File: src/rtl/pc_ctrl_pkg.sv
// pc_ctrl_pkg: shared PC bus constants, pause levels and sequencer state encodings
package pc_ctrl_pkg;
  localparam int          PC_BUS_W      = 16;
  localparam logic [15:0] RESET_PC      = 16'h0000;
  localparam logic        PAUSE_ENABLE  = 1'b1;
  localparam logic        PAUSE_DISABLE = 1'b0;
  localparam logic [15:0] NOP_INSTR     = 16'h0000;
  typedef enum logic {
    S_RUN  = 1'b0,
    S_HOLD = 1'b1
  } pc_state_t;
endpackage

File: src/rtl/pc_ctrl_sat_counter.sv
// sat_counter: counts cycles with inc high and sticks at all-ones
module sat_counter #(
  parameter int CNT_W = 16
) (
  input  logic             clk_50Mhz,
  input  logic             rst,
  input  logic             inc,
  output logic [CNT_W-1:0] cnt
);
  always_ff @(posedge clk_50Mhz or negedge rst)
    if (!rst) cnt <= '0;
    else if (inc && !(&cnt)) cnt <= cnt + 1'b1;
endmodule

File: src/rtl/pc_ctrl.sv
// pc_ctrl: next-PC select plus pipeline pause/flush/bubble control
// with a hold state that keeps a redirect alive across instruction-RAM conflicts.
module pc_ctrl
  import pc_ctrl_pkg::*;
#(
  parameter int             PC_W     = 16,
  parameter logic [PC_W-1:0] FIRST_PC = RESET_PC,
  parameter int             CNT_W    = 16
) (
  input  logic             clk_50Mhz,
  input  logic             rst,
  input  logic [PC_W-1:0]  PC_cur,
  input  logic             jump_req,
  input  logic [PC_W-1:0]  jump_target,
  input  logic             branch_req,
  input  logic [PC_W-1:0]  branch_target,
  input  logic             load_use,
  input  logic             mem_conflict,
  output logic [PC_W-1:0]  PC_next,
  output logic             PC_pause,
  output logic             IF_ID_pause,
  output logic             IF_ID_flush,
  output logic             ID_EX_bubble,
  output logic             redir_pending,
  output logic [CNT_W-1:0] stall_cnt,
  output logic [CNT_W-1:0] flush_cnt
);
  pc_state_t       r_state;
  logic [PC_W-1:0] r_pend_target;
  logic            w_redir;
  logic            w_hold;
  logic            w_lu;
  logic [PC_W-1:0] w_target;
  logic [PC_W-1:0] w_seq;
  assign w_redir  = jump_req | branch_req;
  assign w_target = jump_req ? jump_target : branch_target;
  assign w_seq    = PC_cur + 1'b1;
  assign w_hold   = (r_state == S_HOLD);
  // load_use only matters in RUN with no redirect; it then beats the conflict flush
  assign w_lu     = !w_hold && !w_redir && load_use;
  always_comb begin
    PC_next       = w_hold ? r_pend_target :
                    (w_redir && !mem_conflict) ? w_target :
                    (w_redir || mem_conflict || load_use) ? PC_cur : w_seq;
    PC_pause      = (mem_conflict || w_lu) ? PAUSE_ENABLE : PAUSE_DISABLE;
    IF_ID_pause   = w_lu;
    ID_EX_bubble  = w_lu;
    IF_ID_flush   = w_hold || (!w_lu && (w_redir || mem_conflict));
    redir_pending = w_hold;
  end
  always_ff @(posedge clk_50Mhz or negedge rst)
    if (!rst) begin
      r_state       <= S_RUN;
      r_pend_target <= FIRST_PC;
    end else if (w_hold) begin
      if (!mem_conflict) r_state <= S_RUN;
    end else if (w_redir && mem_conflict) begin
      r_state       <= S_HOLD;
      r_pend_target <= w_target;
    end
  sat_counter #(.CNT_W(CNT_W)) u_stall (
    .clk_50Mhz(clk_50Mhz), .rst(rst), .inc(PC_pause == PAUSE_ENABLE), .cnt(stall_cnt)
  );
  sat_counter #(.CNT_W(CNT_W)) u_flush (
    .clk_50Mhz(clk_50Mhz), .rst(rst), .inc(IF_ID_flush), .cnt(flush_cnt)
  );
endmodule

File: config.mk
export PLATFORM = sky130hd
export DESIGN_NAME = pc_ctrl
export DESIGN_NICKNAME = d
export VERILOG_FILES = /design/src/rtl/pc_ctrl_pkg.sv /design/src/rtl/pc_ctrl_sat_counter.sv /design/src/rtl/pc_ctrl.sv
export SDC_FILE = /design/constraint.sdc
export NUM_CORES = 1
export LEC_CHECK = 0
export ABC_AREA = 0
export CORE_MARGIN = 3
export CORE_UTILIZATION = 45
export DETAILED_ROUTE_END_ITERATION = 6
export GPL_ROUTABILITY_DRIVEN = 0
export PLACE_DENSITY = 0.78
export SLEW_MARGIN = 20
export SYNTH_ARGS = -nofsm -noshare
export SYNTH_HDL_FRONTEND = slang
export SYNTH_HIERARCHICAL = 1
export SYNTH_SLANG_ARGS = --single-unit
File: constraint.sdc
create_clock -name clk_50Mhz -period 8.2 [get_ports clk_50Mhz]
set_input_delay 2.05 -clock clk_50Mhz [delete_from_list [all_inputs] [get_ports clk_50Mhz]]
set_output_delay 2.05 -clock clk_50Mhz [all_outputs]
set_load 0.1 [all_outputs]
==> impl_metrics.toml, run 1 <==
[outcome]
status = "completed"

[grt]
grt_pass1_vias = 2708
grtUsageTotal = 0.200
grt_pass1_wl_um = 12600
grt_overflow = 0
grt_max_degree = 50
grt_antenna_before_repair = 0

[sta]
fin_skew_ns = 0.00678
min_period_ns = 6.54
final_hold_viol_count = 0
drv_slew = 0
tns_ns = 0
rsz0062_at_grt = "no"
timing.fmax_mhz = 153
timing_worst_slew_pin_value_ns = 0.999
setup_violations = 0
timing.hold.ws_ns = 0.531
setup_slack_ns = 1.66
slew_headroom = 0.327
period_share = 0.797

[setup_path]
crit_buf_inv = 2
required_ns = 6.15
start_kind = "input port"
r2r_cells = 8
crit_family = "buffers and inverters"
crit_top_cell = "nor2_1"
cp_max_fo = 12
max_stage_delay_ns = 0.74
crit_slowest_cell = "clkdlybuf4s50_1"
r2r-start = "redir_pending"
critical_path_class = "input port to primary output"
r2r-end = "u_stall/cnt[15]"
cp-end-kind = "primary output"
arrival_ns = 4.49
path_cells = "clkdlybuf4s50_1 > nor2_1 > nor2_1 > nor2_1 > a221oi_2 > buf_4"
rrSetupSlack_ns = 5.84

[placed_design]
placed_area_sq_um = 4190
io_buffers = 106
post-place-ws_ns = 1.72
dp_cells = 499
dpl.hpwl_um = 6030

[finish]
design_area_sq_um = 4280
antennaDiodeCount = 0
drive_gt1_frac = 0.140
fin_util = 0.655
layout.cells.non_filler = 506
area_growth_pct = 37.2
nets = 486

[logic_synthesis]
postSynthCellCount = 327
synth_edf_count = 0
synth_ff_type = "dfrtp_1"
yosysMostFrequentCell = "dfrtp_1"
synth_common_cells = "dfrtp_1, nor2_1, a21oi_1"
synth-async-reset-ratio = 1.00
synth_fp_nets = 384
yosysWarnings = 6
ys_seq_elements = 49
ys_top_cells_by_area = "dfrtp_1, xor2_1, mux2i_1"
synth_cell_types = 39
syn-cell-area_sq_um = 3120
synth_area_per_cell_sq_um = 9.54
ys_seq_area_frac = 0.393
yosysTopAreaCell = "dfrtp_1"
synth_top_cell_area_share = 0.393

[worst_hold_path]
holdPathEnd = "u_flush/cnt[15]"
hold_start = "u_flush/cnt[15]"
holdCritPathClass = "flop to flop"
hold_depth = 1

[drt]
ant_nets = 0
drt-total-wl_um = 7960
vias_per_cell = 5.60
vias = 2833
drt_pass1_iterations = 4
highest-signal-layer = "met4"
wl_per_cell_um = 15.7
wl_met2_um = 3900
met3RoutedLength_um = 337
drc = 0
wl_met1_um = 3590
drtIter0Drc = 99

[clock_network]
postCtsResizedCells = 0
post_cts_buffers = 0
numCtsBuffers = 5
clockBufferDepth = 2
cts.root.buffer_cell = "clkbuf_8"
clk_latency_ns = 0.29
holdBufCountCts = 0
htree_levels = 2
cts_tree = "yes"
cts.sinks = 49
clk_pin_slew_worst_paths_ns = 0.08

[power_and_ir_drop]
leakage_nw = 1.85
ir_worst_vdd_v = 0.000267
p_total_mw = 1.14
p_per_area_nw_per_um2 = 267

[die]
floorplan.initialDensity = 0.477
die_h_um = 89.2
io-pin-count = 107
dieArea_sq_um = 7960
core_sq_um = 6530
row_count = 29
fp.dieW_um = 89.2

[flow_run]
drv_cap = 0
-- state kept, by name (all words and copies together), names as in the netlist --
signal and flops:
redir_pending 1, u_stall/cnt 16, r_pend_target 16, u_flush/cnt 16
-- cell families after synthesis --
group	after synthesis	share of synthesized area
AOI/OAI and AO/OA	49	0.0991
buffers and inverters	20	0.0269
and+or+nand+nor	143	0.278
muxes	27	0.0899
xor gates and xnor gates	36	0.101
adders and majority gates	3	0.0120
DFF	49	0.393
-- power breakdown --
part           switching (mW)  internal, mW
clock network          0.0753        0.0671
logic                   0.470         0.167
registers              0.0706         0.292
-- worst max path at each step --
stage	start	end	slack (ns)	cells past startpoint
final	jump_req	PC_next[5]	1.66	6
after global placement	jump_req	PC_next[5]	1.76	6
after detailed placement	jump_req	PC_next[5]	1.72	6
after CTS	jump_req	PC_next[11]	1.71	7
after floorplan	jump_req	PC_next[7]	1.55	6
after global routing	jump_req	PC_next[5]	1.47	6
-- routing by layer --
metal / vias to the layer above / track usage
met5: - / 0
met4: 0 / 0.0677
met3: 10 / 0.0341
met2: 78 / 0.336
met1: 1356 / 0.262
li1: 1389 / -
-- cell type report --
| class | count | area, sq um |
|---|---|---|
| fillers | 566 | 2250 |
| multi-input cells | 258 | 1810 |
| flip-flops and latches | 49 | 1230 |
| repair buffers | 110 | 1040 |
| well taps | 77 | 96.3 |
| clock buffers | 7 | 86.3 |
| inverters | 5 | 18.8 |
-- placed cells by master, fill, tap and decap left out, types with 3 or more instances in the layout --
master / instances
clkdlybuf4s50_1: 85
dfrtp_1: 49
nor2_1: 33
a21oi_1: 24
buf_4: 24
nand2_1: 22
xor2_1: 22
nor3_1: 20
mux2i_1: 19
nand3_1: 17
xnor2_1: 14
nand4_1: 11
a221o_1: 8
o21ai_0: 8
mux2_2: 8
and4_1: 6
clkbuf_8: 6
and3_1: 4
nor3b_1: 4
inv_1: 4
nand4_2: 4
nand2b_1: 4
nor4_2: 4
nor4_4: 3
o21ai_1: 3
ha_1: 3
-- worst register-to-register path, delay by kind of cell (launching register included) --
| family | cells | cell delay (ns) |
|---|---|---|
| simple gates | 6 | 1.47 |
| flops | 1 | 0.39 |
| xor+xnor | 1 | 0.18 |
| buf+inv | 1 | 0.25 |
Note: power is estimated with default switching activity, not from simulation.
==> run 2, diff against run 1 <==
--- a/config.mk
+++ b/config.mk
@@ -7,10 +7,10 @@
 export LEC_CHECK = 0
 export ABC_AREA = 0
 export CORE_MARGIN = 3
-export CORE_UTILIZATION = 45
+export CORE_UTILIZATION = 42
 export DETAILED_ROUTE_END_ITERATION = 6
 export GPL_ROUTABILITY_DRIVEN = 0
-export PLACE_DENSITY = 0.78
+export PLACE_DENSITY = 0.77
 export SLEW_MARGIN = 20
 export SYNTH_ARGS = -nofsm -noshare
 export SYNTH_HDL_FRONTEND = slang
==> constraint.sdc (replaced) <==
create_clock -name clk_50Mhz -period 5.7 [get_ports clk_50Mhz]
set_input_delay 1.425 -clock clk_50Mhz [delete_from_list [all_inputs] [get_ports clk_50Mhz]]
set_output_delay 1.425 -clock clk_50Mhz [all_outputs]
set_load 0.1 [all_outputs]
==> run 2 against run 1 <==
Sequential share of layout area is 2.0 points lower. Critical path depth grew 1. Clock power is 77% higher. Wire length grew 3.7%. Hold slack improved by 0.0028 ns. Count of clock-buffer cells in the layout is 1 lower. Clock skew up 0.00063 ns. Global-route usage decreased by 0.12 points. Design area is 7.5% higher. Utilization grew 0.38 points. Via count decreased by 0.11%. Largest power group unchanged.
==> impl_metrics.toml, run 2 (synthesis gave the netlist of run 1 again) <==
[clock_network]
clockBufferDepth = 2
post_cts_buffers = 0
cts.root.buffer_cell = "clkbuf_8"
numCtsBuffers = 5
clk_latency_ns = 0.30
cts.sinks = 49
postCtsResizedCells = 0
holdBufCountCts = 0
cts_tree = "yes"
htree_levels = 2
clk_pin_slew_worst_paths_ns = 0.08

[finish]
area_growth_pct = 47.5
final_common_cell = "clkdlybuf4s50_1"
reg_top3 = "r_pend_target: 16 flops, u_flush/cnt: 16 flops, u_stall/cnt: 16 flops"
fill_cells = 559
nets = 489
antennaDiodeCount = 0
final_cell_mix = "clkdlybuf4s50_1, dfrtp_1, nor2_1"
drive_gt1_frac = 0.148

[setup_path]
critical_path_class = "input port to primary output"
cp_max_fo = 7
start_kind = "input port"
arrival_ns = 3.67
required_ns = 4.28
cp-end-kind = "primary output"

[placed_design]
dpl.hpwl_um = 6200
post-place-ws_ns = 0.642
io_buffers = 106

[drt]
met3RoutedLength_um = 395
ant_nets = 0
wl_per_cell_um = 15.6
vias = 2830
drt-total-wl_um = 8250
wl_met2_um = 4020
drtIter0Drc = 88
highest-signal-layer = "met4"
vias_per_cell = 5.35
drt_pass1_iterations = 4
wl_met1_um = 3710
drc = 0

[die]
floorplan.initialDensity = 0.447
dieArea_sq_um = 8490
die_h_um = 92.2
fp.dieW_um = 92.2
core_sq_um = 6980
row_count = 30
io-pin-count = 107

[outcome]
status = "completed"

[power_and_ir_drop]
seqPwrFrac = 0.297
p_total_mw = 1.74
p_sw_mw = 0.904
p_int_mw = 0.840
ir_worst_vdd_v = 0.000438
p_per_area_nw_per_um2 = 379
power_frac_clock = 0.144
power_frac_comb = 0.559
netSwitchingFraction = 0.519
leakage_nw = 1.97

[sta]
final_hold_viol_count = 0
setup_violations = 0
slew_headroom = 0.341
setup_slack_ns = 0.605
period_share = 0.894
min_period_ns = 5.09
rsz0062_at_grt = "no"
fin_skew_ns = 0.00741
timing_worst_slew_pin_value_ns = 0.985
timing.fmax_mhz = 196
drv_slew = 0
tns_ns = 0

[grt]
grt_antenna_before_repair = 0
grt_pass1_wl_um = 13900
grtUsageTotal = 0.199
grt_pass1_vias = 2858
grt_max_degree = 50
grt_overflow = 0

[worst_hold_path]
holdCritPathClass = "flop to flop"

[flow_run]
drv_cap = 0
[run 2: cell types whose count changed in the layout (fill, tap and decap cells not counted), sizes merged]
cell and delta:
clkinv +1, clkbuf -1, buf +3, bufinv +1
[run 2: final cells by class]
cell class | instances | area [sq um] | share of cell area
Tap cell | 96 | 120 | 0.0261
Inverter | 5 | 18.8 | 0.00408
Sequential cell | 49 | 1230 | 0.267
Multi-Input combinational cell | 258 | 1810 | 0.394
Clock buffer | 6 | 72.6 | 0.0158
Clock inverter | 2 | 38.8 | 0.00844
Timing Repair Buffer | 113 | 1310 | 0.285
[run 2: critical path: stages]
cell,delay (ns)
clkdlybuf4s50_1,0.53
nor4_4,0.54
and3_1,0.33
nand4_1,0.15
xnor2_1,0.14
a221o_1,0.37
buf_12,0.18
[run 2: stage by stage]
step                 util  hold WS [ns]  cells  instance area, sq um
floorplan               -         0.495    327                  3120
global placement    0.643         0.508    521                  4490
detailed placement  0.643         0.521    521                  4490
CTS                 0.659         0.537    529                  4600
global route        0.659         0.553    529                  4600
finish              0.659         0.534    529                  4600
[run 2: routing by layer]
layer  vias to the layer above  GRT usage
li1                       1405          -
met1                      1340      0.263
met2                        75      0.336
met3                        10     0.0418
met4                         0     0.0446
met5                         -          0
[run 2: final timing paths]
check | from | endpoint | slack (ns) | cells past startpoint
worst max-delay path | branch_req | PC_next[14] | 0.61 | 7
worst min-delay path | r_pend_target[13] | r_pend_target[13] | 0.53 | 2
worst max register to register | redir_pending | u_stall/cnt[9] | 3.25 | 8
worst min register to register | r_pend_target[13] | r_pend_target[13] | 0.53 | 2
max in group asynchronous | rst | u_stall/cnt[8] | 4.05 | 2
min in group asynchronous | rst | r_pend_target[1] | 1.21 | 2
[run 2: power groups by stage]
| stage | clock (mW) | combinational (mW) | sequential, mW |
|---|---|---|---|
| 6_report | 0.251 | 0.975 | 0.518 |
| 5_1_grt | 0.273 | 1.01 | 0.535 |
| 4_1_cts | 0.259 | 0.981 | 0.519 |
| 3_5_place_dp | 0 | 0.978 | 0.525 |
| 3_3_place_gp | 0 | 0.967 | 0.521 |
| 2_1_floorplan | 0 | 0.319 | 0.880 |
==> run 3, diff against run 2 <==
--- a/config.mk
+++ b/config.mk
@@ -7,10 +7,12 @@
 export LEC_CHECK = 0
 export ABC_AREA = 0
 export CORE_MARGIN = 3
-export CORE_UTILIZATION = 42
+export CORE_UTILIZATION = 43
+export CTS_BUF_LIST = sky130_fd_sc_hd__clkbuf_4 sky130_fd_sc_hd__clkbuf_8
 export DETAILED_ROUTE_END_ITERATION = 6
 export GPL_ROUTABILITY_DRIVEN = 0
-export PLACE_DENSITY = 0.77
+export PLACE_DENSITY = 0.78
+export SKIP_LAST_GASP = 1
 export SLEW_MARGIN = 20
 export SYNTH_ARGS = -nofsm -noshare
 export SYNTH_HDL_FRONTEND = slang
==> run 3 against run 2 <==
Die area decreased by 2.2%. Largest power group unchanged. Utilization up 0.73 points. Combinational power about the same. Critical endpoint is now PC_next[11]. Hold slack improved by 0.0027 ns. Setup slack worse by 0.12 ns. First-iteration DRC count is 30% higher. Clock power grew 3%. Wire length up 2.1%. Power up 0.49%. Sequential share of layout area barely moved. Maximum frequency decreased by 2.3%. Global-route usage rose by 0.60 points.
==> impl_metrics.toml, run 3 (synthesis gave the netlist of run 1 again) <==
[outcome]
status = "completed"

[power_and_ir_drop]
power_frac_comb = 0.556
netSwitchingFraction = 0.515
ir_worst_vdd_v = 0.000441
power_frac_clock = 0.148
leakage_nw = 1.96
p_int_mw = 0.850
seqPwrFrac = 0.296
p_total_mw = 1.75
p_sw_mw = 0.903
p_per_area_nw_per_um2 = 381

[setup_path]
crit_family = "simple AND/OR/NAND/NOR gates"
arrival_ns = 3.79
r2r-end = "u_stall/cnt[15]"
cp-end-kind = "primary output"
crit_buf_inv = 2
cp_max_fo = 9
critical_path_class = "input port to primary output"
path_depth = 7
start_kind = "input port"
r2r_cells = 8
path_cells = "clkdlybuf4s50_1 > nor4_4 > nand4_1 > nor3_2 > xor2_1 > a221o_1 > buf_12"
required_ns = 4.28
crit_slowest_cell = "clkdlybuf4s50_1"
rrSetupSlack_ns = 3.17
max_stage_delay_ns = 0.61
crit_end = "PC_next[11]"
r2r-start = "redir_pending"
cp-startpoint = "jump_req"

[clock_network]
postCtsResizedCells = 0
clk_latency_ns = 0.29
cts.root.buffer_cell = "clkbuf_8"
post_cts_buffers = 0
clockBufferDepth = 2
cts.sinks = 49
cts_tree = "yes"
clk_pin_slew_worst_paths_ns = 0.09
holdBufCountCts = 0
htree_levels = 2
numCtsBuffers = 5

[die]
die_h_um = 91.2
row_count = 30
io-pin-count = 107
floorplan.initialDensity = 0.451
fp.dieW_um = 91.2
dieArea_sq_um = 8310
core_sq_um = 6910

[drt]
ant_nets = 0
vias = 2840
wl_per_cell_um = 16.0
drt_pass1_iterations = 4
drt-total-wl_um = 8420
drc = 0
drtIter0Drc = 114
vias_per_cell = 5.38

[grt]
grt_busiest_layer = "met2"
grt_pass1_wl_um = 14100
grt.met2_usage = 0.331
grt_overflow = 0
use_met3 = 0.0373
grtUsageTotal = 0.205
grt_max_degree = 50
grt_antenna_before_repair = 0
grt_pass1_vias = 2801
use_met1 = 0.284

[sta]
setup_violations = 0
fin_skew_ns = 0.00705
timing.fmax_mhz = 192
timing.hold.ws_ns = 0.537
drv_slew = 0
tns_ns = 0
timing_worst_slew_pin_value_ns = 0.989
period_share = 0.915
min_period_ns = 5.22
rsz0062_at_grt = "no"
final_hold_viol_count = 0
slew_headroom = 0.339

[finish]
area_growth_pct = 47.5
antennaDiodeCount = 0
fin_util = 0.666
final_cell_mix = "clkdlybuf4s50_1, dfrtp_1, nor2_1"
drive_gt1_frac = 0.148
final_common_cell = "clkdlybuf4s50_1"
nets = 488
design_area_sq_um = 4600
reg_top3 = "r_pend_target: 16 flops, u_flush/cnt: 16 flops, u_stall/cnt: 16 flops"

[worst_hold_path]
holdCritPathClass = "flop to flop"
hold_depth = 2

[placed_design]
placed_area_sq_um = 4480
dpl.hpwl_um = 6390
io_buffers = 106

[flow_run]
drv_cap = 0
## run 3: how the worst min path moves through the flow
stage                            from           endpoint  slack [ns]
finish              r_pend_target[15]  r_pend_target[15]        0.54
detailed placement     u_flush/cnt[7]     u_flush/cnt[7]        0.52
global placement    r_pend_target[13]  r_pend_target[13]        0.51
global route           u_stall/cnt[7]     u_stall/cnt[7]        0.56
CTS                    u_flush/cnt[7]     u_flush/cnt[7]        0.54
floorplan            r_pend_target[2]   r_pend_target[2]        0.49
## run 3: stage by stage
stage	std cells	worst slack, ns
3_5_place_dp	520	0.520
2_1_floorplan	327	0.302
3_3_place_gp	520	0.592
6_report	528	0.484
4_1_cts	528	0.507
5_1_grt	528	0.393
## run 3: power by group through the flow
stage | clock (mW) | sequential (mW) | combinational (mW)
2_1_floorplan | 0 | 0.880 | 0.319
3_3_place_gp | 0 | 0.521 | 0.965
3_5_place_dp | 0 | 0.523 | 0.978
4_1_cts | 0.266 | 0.517 | 0.979
5_1_grt | 0.278 | 0.534 | 1.01
6_report | 0.259 | 0.519 | 0.975
## run 3: cell type report
type	count	area [sq um]
clock buffer	6	82.6
clock inverter	2	37.5
fill	587	2310
inverter	5	18.8
multi-input combinational	258	1810
sequential	49	1230
tap	96	120
timing repair buffer	112	1300
## run 3: per-layer routing
metal  vias to the layer above  share of wire
met3                        10          0.041
met4                         0          0.013
met5                         -              0
met1                      1354           0.45
li1                       1398              -
met2                        78           0.50
## run 3: worst register-to-register path: stages, from the launching register on
cell	delay [ns]
dfrtp_1	0.36
buf_4	0.24
nor3_1	0.28
and2_1	0.31
or2_2	0.27
and3_2	0.20
nand3_1	0.23
nor4_2	0.37
xor2_1	0.19
